`config.mk`:
```
export PLATFORM = sky130hd
export DESIGN_NAME = rob_commit_flat
export DESIGN_NICKNAME = d
export VERILOG_FILES = /design/src/rtl/rob_commit_if.sv /design/src/rtl/rob_commit.sv /design/src/flat_wrapper.sv
export SDC_FILE = /design/constraint.sdc
export NUM_CORES = 1
export LEC_CHECK = 0
export CORE_MARGIN = 2
export CORE_UTILIZATION = 45
export DETAILED_ROUTE_END_ITERATION = 8
export PLACE_DENSITY = 0.74
export SYNTH_ARGS = -nofsm -noshare
export SYNTH_HDL_FRONTEND = slang
export SYNTH_SLANG_ARGS = --single-unit
```
`constraint.sdc`:
```
create_clock -name clk -period 7.1 [get_ports clk]
set_clock_uncertainty 0.1 [all_clocks]
set_input_delay 2.13 -clock clk [delete_from_list [all_inputs] [get_ports clk]]
set_output_delay 2.13 -clock clk [all_outputs]
set_load 0.02 [all_outputs]
```
`src/rtl/rob_commit_if.sv`:
```
// Issue / writeback / commit bundle between a reorder buffer and its neighbours.
// The slave modport is the reorder buffer side.
interface rob_commit_if #(
   parameter int unsigned XLEN = 32
);
   logic            pause;
   logic            flush;
   logic            issue;
   logic [4:0]      issue_rd;
   logic            issue_ready;
   logic [2:0]      alloc_num;
   logic            wb_valid;
   logic [2:0]      wb_num;
   logic [XLEN-1:0] wb_data;
   logic            commit;
   logic [4:0]      reg_num;
   logic [XLEN-1:0] data_in;
   logic [2:0]      num_in;
   logic [2:0]      count;

   modport master (
      output pause, flush, issue, issue_rd, wb_valid, wb_num, wb_data,
      input  issue_ready, alloc_num, commit, reg_num, data_in, num_in, count
   );

   modport slave (
      input  pause, flush, issue, issue_rd, wb_valid, wb_num, wb_data,
      output issue_ready, alloc_num, commit, reg_num, data_in, num_in, count
   );
endinterface

```
`src/rtl/rob_commit.sv`:
```
// Seven-entry in-order reorder buffer: issues 3-bit tags (entry i owns tag i+1),
// captures results by tag and retires them in program order to the register file.
module rob_commit #(
   parameter int unsigned DEPTH = 7,
   parameter int unsigned XLEN  = 32
) (
   input  logic          clk,
   input  logic          rst,
   rob_commit_if.slave   bus
);

   logic [DEPTH-1:0] r_busy;
   logic [DEPTH-1:0] r_ready;
   logic [4:0]       r_rd    [DEPTH];
   logic [XLEN-1:0]  r_value [DEPTH];
   logic [2:0]       r_head;
   logic [2:0]       r_tail;
   logic [2:0]       r_count;

   logic             r_commit;
   logic [4:0]       r_reg_num;
   logic [XLEN-1:0]  r_data_in;
   logic [2:0]       r_num_in;

   logic             w_issue_ready;
   logic             w_do_issue;
   logic             w_do_commit;
   logic [DEPTH-1:0] w_wb_sel;
   logic [2:0]       w_head_nxt;
   logic [2:0]       w_tail_nxt;

   function automatic logic [2:0] ptr_inc(input logic [2:0] p);
      return (p == 3'(DEPTH - 1)) ? 3'd0 : p + 3'd1;
   endfunction

   always_comb begin
      w_issue_ready = (r_count < 3'(DEPTH)) && !bus.pause && !bus.flush;
      w_do_issue    = bus.issue && w_issue_ready;
      w_do_commit   = !bus.pause && !bus.flush && r_busy[r_head] && r_ready[r_head];
      w_head_nxt    = ptr_inc(r_head);
      w_tail_nxt    = ptr_inc(r_tail);
   end

   // Tag 0 never matches an entry, so wb_num==0 drops out of the decode.
   always_comb begin
      w_wb_sel = '0;
      for (int unsigned i = 0; i < DEPTH; i++) begin
         w_wb_sel[i] = bus.wb_valid && !bus.flush && (bus.wb_num == 3'(i + 1))
                       && r_busy[i] && !r_ready[i];
      end
   end

   always_ff @(posedge clk or negedge rst) begin
      if (!rst) begin
         r_busy  <= '0;
         r_ready <= '0;
         for (int unsigned i = 0; i < DEPTH; i++) begin
            r_rd[i]    <= '0;
            r_value[i] <= '0;
         end
      end else if (bus.flush) begin
         r_busy  <= '0;
         r_ready <= '0;
      end else begin
         for (int unsigned i = 0; i < DEPTH; i++) begin
            if (w_do_commit && (r_head == 3'(i))) begin
               r_busy[i]  <= 1'b0;
               r_ready[i] <= 1'b0;
            end
            if (w_do_issue && (r_tail == 3'(i))) begin
               r_busy[i]  <= 1'b1;
               r_ready[i] <= 1'b0;
               r_rd[i]    <= bus.issue_rd;
            end
            if (w_wb_sel[i]) begin
               r_ready[i] <= 1'b1;
               r_value[i] <= bus.wb_data;
            end
         end
      end
   end

   always_ff @(posedge clk or negedge rst) begin
      if (!rst) begin
         r_head  <= '0;
         r_tail  <= '0;
         r_count <= '0;
      end else if (bus.flush) begin
         r_head  <= '0;
         r_tail  <= '0;
         r_count <= '0;
      end else begin
         if (w_do_commit) r_head <= w_head_nxt;
         if (w_do_issue)  r_tail <= w_tail_nxt;
         case ({w_do_issue, w_do_commit})
            2'b10:   r_count <= r_count + 3'd1;
            2'b01:   r_count <= r_count - 3'd1;
            default: r_count <= r_count;
         endcase
      end
   end

   // Retire port: rd==0 entries retire silently but still update the data outputs.
   always_ff @(posedge clk or negedge rst) begin
      if (!rst) begin
         r_commit  <= 1'b0;
         r_reg_num <= '0;
         r_data_in <= '0;
         r_num_in  <= '0;
      end else if (w_do_commit) begin
         r_commit  <= (r_rd[r_head] != 5'd0);
         r_reg_num <= r_rd[r_head];
         r_data_in <= r_value[r_head];
         r_num_in  <= r_head + 3'd1;
      end else begin
         r_commit  <= 1'b0;
      end
   end

   assign bus.issue_ready = w_issue_ready;
   assign bus.alloc_num   = r_tail + 3'd1;
   assign bus.commit      = r_commit;
   assign bus.reg_num     = r_reg_num;
   assign bus.data_in     = r_data_in;
   assign bus.num_in      = r_num_in;
   assign bus.count       = r_count;

endmodule

```
`src/flat_wrapper.sv`:
```
// flat-port wrapper written by rule: the top's interface ports become plain ports
module rob_commit_flat 
#(
   parameter int unsigned DEPTH = 7,
   parameter int unsigned XLEN  = 32
)
  (clk, rst, bus_pause, bus_flush, bus_issue, bus_issue_rd, bus_wb_valid, bus_wb_num, bus_wb_data, bus_issue_ready, bus_alloc_num, bus_commit, bus_reg_num, bus_data_in, bus_num_in, bus_count);
  rob_commit_if #(.XLEN(XLEN)) bus_i ();
  input  logic clk;
  input  logic rst;
  input wire logic [$bits(bus_i.pause)-1:0] bus_pause;
  input wire logic [$bits(bus_i.flush)-1:0] bus_flush;
  input wire logic [$bits(bus_i.issue)-1:0] bus_issue;
  input wire logic [$bits(bus_i.issue_rd)-1:0] bus_issue_rd;
  input wire logic [$bits(bus_i.wb_valid)-1:0] bus_wb_valid;
  input wire logic [$bits(bus_i.wb_num)-1:0] bus_wb_num;
  input wire logic [$bits(bus_i.wb_data)-1:0] bus_wb_data;
  output wire logic [$bits(bus_i.issue_ready)-1:0] bus_issue_ready;
  output wire logic [$bits(bus_i.alloc_num)-1:0] bus_alloc_num;
  output wire logic [$bits(bus_i.commit)-1:0] bus_commit;
  output wire logic [$bits(bus_i.reg_num)-1:0] bus_reg_num;
  output wire logic [$bits(bus_i.data_in)-1:0] bus_data_in;
  output wire logic [$bits(bus_i.num_in)-1:0] bus_num_in;
  output wire logic [$bits(bus_i.count)-1:0] bus_count;
  assign bus_i.pause = bus_pause;
  assign bus_i.flush = bus_flush;
  assign bus_i.issue = bus_issue;
  assign bus_i.issue_rd = bus_issue_rd;
  assign bus_i.wb_valid = bus_wb_valid;
  assign bus_i.wb_num = bus_wb_num;
  assign bus_i.wb_data = bus_wb_data;
  assign bus_issue_ready = bus_i.issue_ready;
  assign bus_alloc_num = bus_i.alloc_num;
  assign bus_commit = bus_i.commit;
  assign bus_reg_num = bus_i.reg_num;
  assign bus_data_in = bus_i.data_in;
  assign bus_num_in = bus_i.num_in;
  assign bus_count = bus_i.count;
  rob_commit #(.DEPTH(DEPTH), .XLEN(XLEN)) u_core (.clk(clk), .rst(rst), .bus(bus_i));
endmodule
```
==> results.json <==
{
  "netlist_instances": 1073,
  "finalMaxSlewViolations": 0,
  "synth_top_cell_by_area": "dfrtp_1",
  "final_layout_size_suffix_gt1_share_pct": 33.6,
  "synth-seq-area-share_pct": 55.7,
  "synth_area_mm2": 0.0145,
  "synth_edf_count": 0,
  "grt_pass1_wl_um": 53500,
  "status": "completed",
  "tns_ns": 0,
  "initial_core_util_pct": 45.9,
  "num-fill-cells": 2594,
  "cts_setup_buffers": 0,
  "htree_levels": 2,
  "totalWireLength_um": 32800,
  "r2r-start": "u_core.r_head[0]",
  "synth_top_cells_by_area": "dfrtp_1 (56%), mux2_2 (18%), mux4_2 (5.7%), nand2_1 (3.8%), mux2_4 (3.0%)",
  "synth_cell_types": 55,
  "vias": 8975,
  "max_freq_ghz": 0.166,
  "worst_slew_pin_slew_ns": 1.08,
  "cts_hold_buf": 0,
  "via_per_inst": 5.69,
  "gr-usage-met3_pct": 3.80,
  "drv_cap": 0,
  "netlist.area_leader.share_pct": 55.7,
  "setup.worst_path.end_class": "output pin",
  "synthArstFlopShare_pct": 100,
  "portBuffers": 93,
  "dr.pass1.iters": 4,
  "cts_root_buf": "clkbuf_16",
  "antenna_found_initial": 2,
  "ys_ff_latch": 323,
  "p_per_area_mw_per_mm2": 237,
  "io_pins": 94,
  "drt_iter0_drc": 662,
  "gp_congestion": 0.801,
  "slew_headroom_pct": 27.9,
  "cts.sinks": 323,
  "yosys_warnings": 0,
  "worst_ep_required_time_ns": 4.87,
  "clock_latency_ns": 0.50,
  "ant_nets": 0,
  "overflow": 0,
  "fin_util_pct": 53.6,
  "setup_viol": 0,
  "cts_made_buffers": 35,
  "busiest_layer": "met2",
  "synth_area_per_cell_um2": 13.5,
  "critPathArrivalTime_ns": 3.79,
  "wire_per_inst_um": 20.8,
  "use_met1_pct": 26.3,
  "synth_top_flop_cell": "dfrtp_1",
  "peakVddDrop_mv": 0.140,
  "final_cell_mix": "dfrtp_1 (320), mux2_2 (230), nand2_1 (148), clkdlybuf4s50_1 (92), o21ai_0 (82)",
  "hp-class": "reg2reg",
  "final_common_cell": "dfrtp_1",
  "area_delta_synth_final_pct": 16.9,
  "place_area_mm2": 0.0158,
  "fin_cells": 1576,
  "core_mm2": 0.0316,
  "rsz0062_at_grt": "false",
  "cp-start-kind": "input pin",
  "grt_use_total_pct": 20.1,
  "grt_use_met2_pct": 34.8,
  "clockBufferDepth": 3,
  "dieArea_mm2": 0.0337,
  "fin_crit_ns": 6.02,
  "rows": 65,
  "cts_resized": 0,
  "grt_pass1_vias": 9792,
  "path_class": "in2out",
  "placed_cells": 1513,
  "die_width_um": 184,
  "final_hold_viol_count": 0,
  "die-height_um": 184,
  "cp-startpoint": "bus_flush",
  "min_period_over_period_pct": 84.8,
  "p_leak_uw": 0.00811,
  "drc": 0,
  "cp_max_fo": 18,
  "grt_max_degree": 138,
  "synth_nets": 1130,
  "fin_area_mm2": 0.0170,
  "hold_start": "u_core.r_value[102]",
  "nNetsFinal": 1205,
  "path_clk_slew_ns": 0.06,
  "hpwl_um": 19000,
  "cts_tree": "yes"
}
[metrics by stage]
stage | power (uW) | hold slack (ns) | setup WS [ns]
final | 4020 | 0.372 | 1.08
after global routing | 4160 | 0.400 | 1.04
after CTS | 4050 | 0.374 | 1.11
after detailed placement | 2230 | 0.359 | 1.10
after global placement | 2220 | 0.352 | 1.14
after floorplan | 2090 | 0.340 | 1.97
[state kept, by name, summed over array words and instances (netlist names)]
| signal | count |
|---|---|
| u_core.r_ready | 7 |
| u_core.bus.count | 3 |
| u_core.r_rd | 35 |
| u_core.r_busy | 7 |
| u_core.bus.reg_num | 5 |
| u_core.r_value | 224 |
| u_core.bus.data_in | 32 |
| u_core.r_head | 3 |
| u_core.r_tail | 3 |
| u_core.bus.commit | 1 |
| u_core.bus.num_in | 3 |
[cell usage after synthesis (3+ instances only)]
cell type	number
dfrtp_1	323
mux2_2	230
nand2_1	148
o21ai_0	82
mux4_2	37
a221o_1	36
clkbuf_1	30
mux2_4	29
buf_2	26
inv_1	12
ha_1	10
nor2_1	10
nand3_1	9
buf_1	8
a31o_2	6
mux2_1	5
nand4b_1	5
a21oi_1	4
a31oi_1	4
buf_6	4
mux2i_1	4
nor2b_1	4
and3_1	3
nand3_2	3
[path summary, 6_finish.rpt]
kind	to	slack, ns	cells past startpoint
max in group asynchronous	u_core.r_rd[26]	3.83	2
min reg2reg	u_core.r_value[102]	0.37	2
min	u_core.r_value[102]	0.37	2
max reg2reg	u_core.bus.count[1]	3.53	6
max	bus_issue_ready	1.08	4
min in group asynchronous	u_core.r_rd[22]	1.59	1
[layout make-up]
class / instances / area (um^2) / area share, %
tap: 402 / 503 / 2.96
clock buffer: 53 / 1080 / 6.34
antenna: 2 / 5.00 / 0.0295
multi-input combinational: 665 / 6080 / 35.8
sequential: 323 / 8090 / 47.7
inverter: 15 / 58.8 / 0.347
timing repair buffer: 108 / 1060 / 6.25
clock inverter: 8 / 90.1 / 0.531
[kinds of logic after synthesis]
| family | share of synthesized area [%] |
|---|---|
| and+or+nand+nor | 6.17 |
| adders and majority gates | 1.00 |
| buffers and inverters | 2.70 |
| xor gates and xnor gates | 0.121 |
| muxes | 27.3 |
| DFF | 55.7 |
| AOI/OAI and AO/OA | 7.04 |
[per-layer routing]
metal	up-vias	part of all wire, %
li1	4051	-
met5	-	0.049
met1	4685	42
met2	194	51
met3	43	5.4
met4	2	1.3
[report_power, final]
group,switching [uW],internal (uW)
sequential,32.0,1900
clock,711,1120
combinational,127,137
total,870,3150
[critical path, cell delays in order]
cell and delay, ns:
clkdlybuf4s50_1 0.39, buf_4 0.20, a311oi_1 0.37, clkdlybuf4s50_1 0.69
Power figures use the tool's default switching activity.
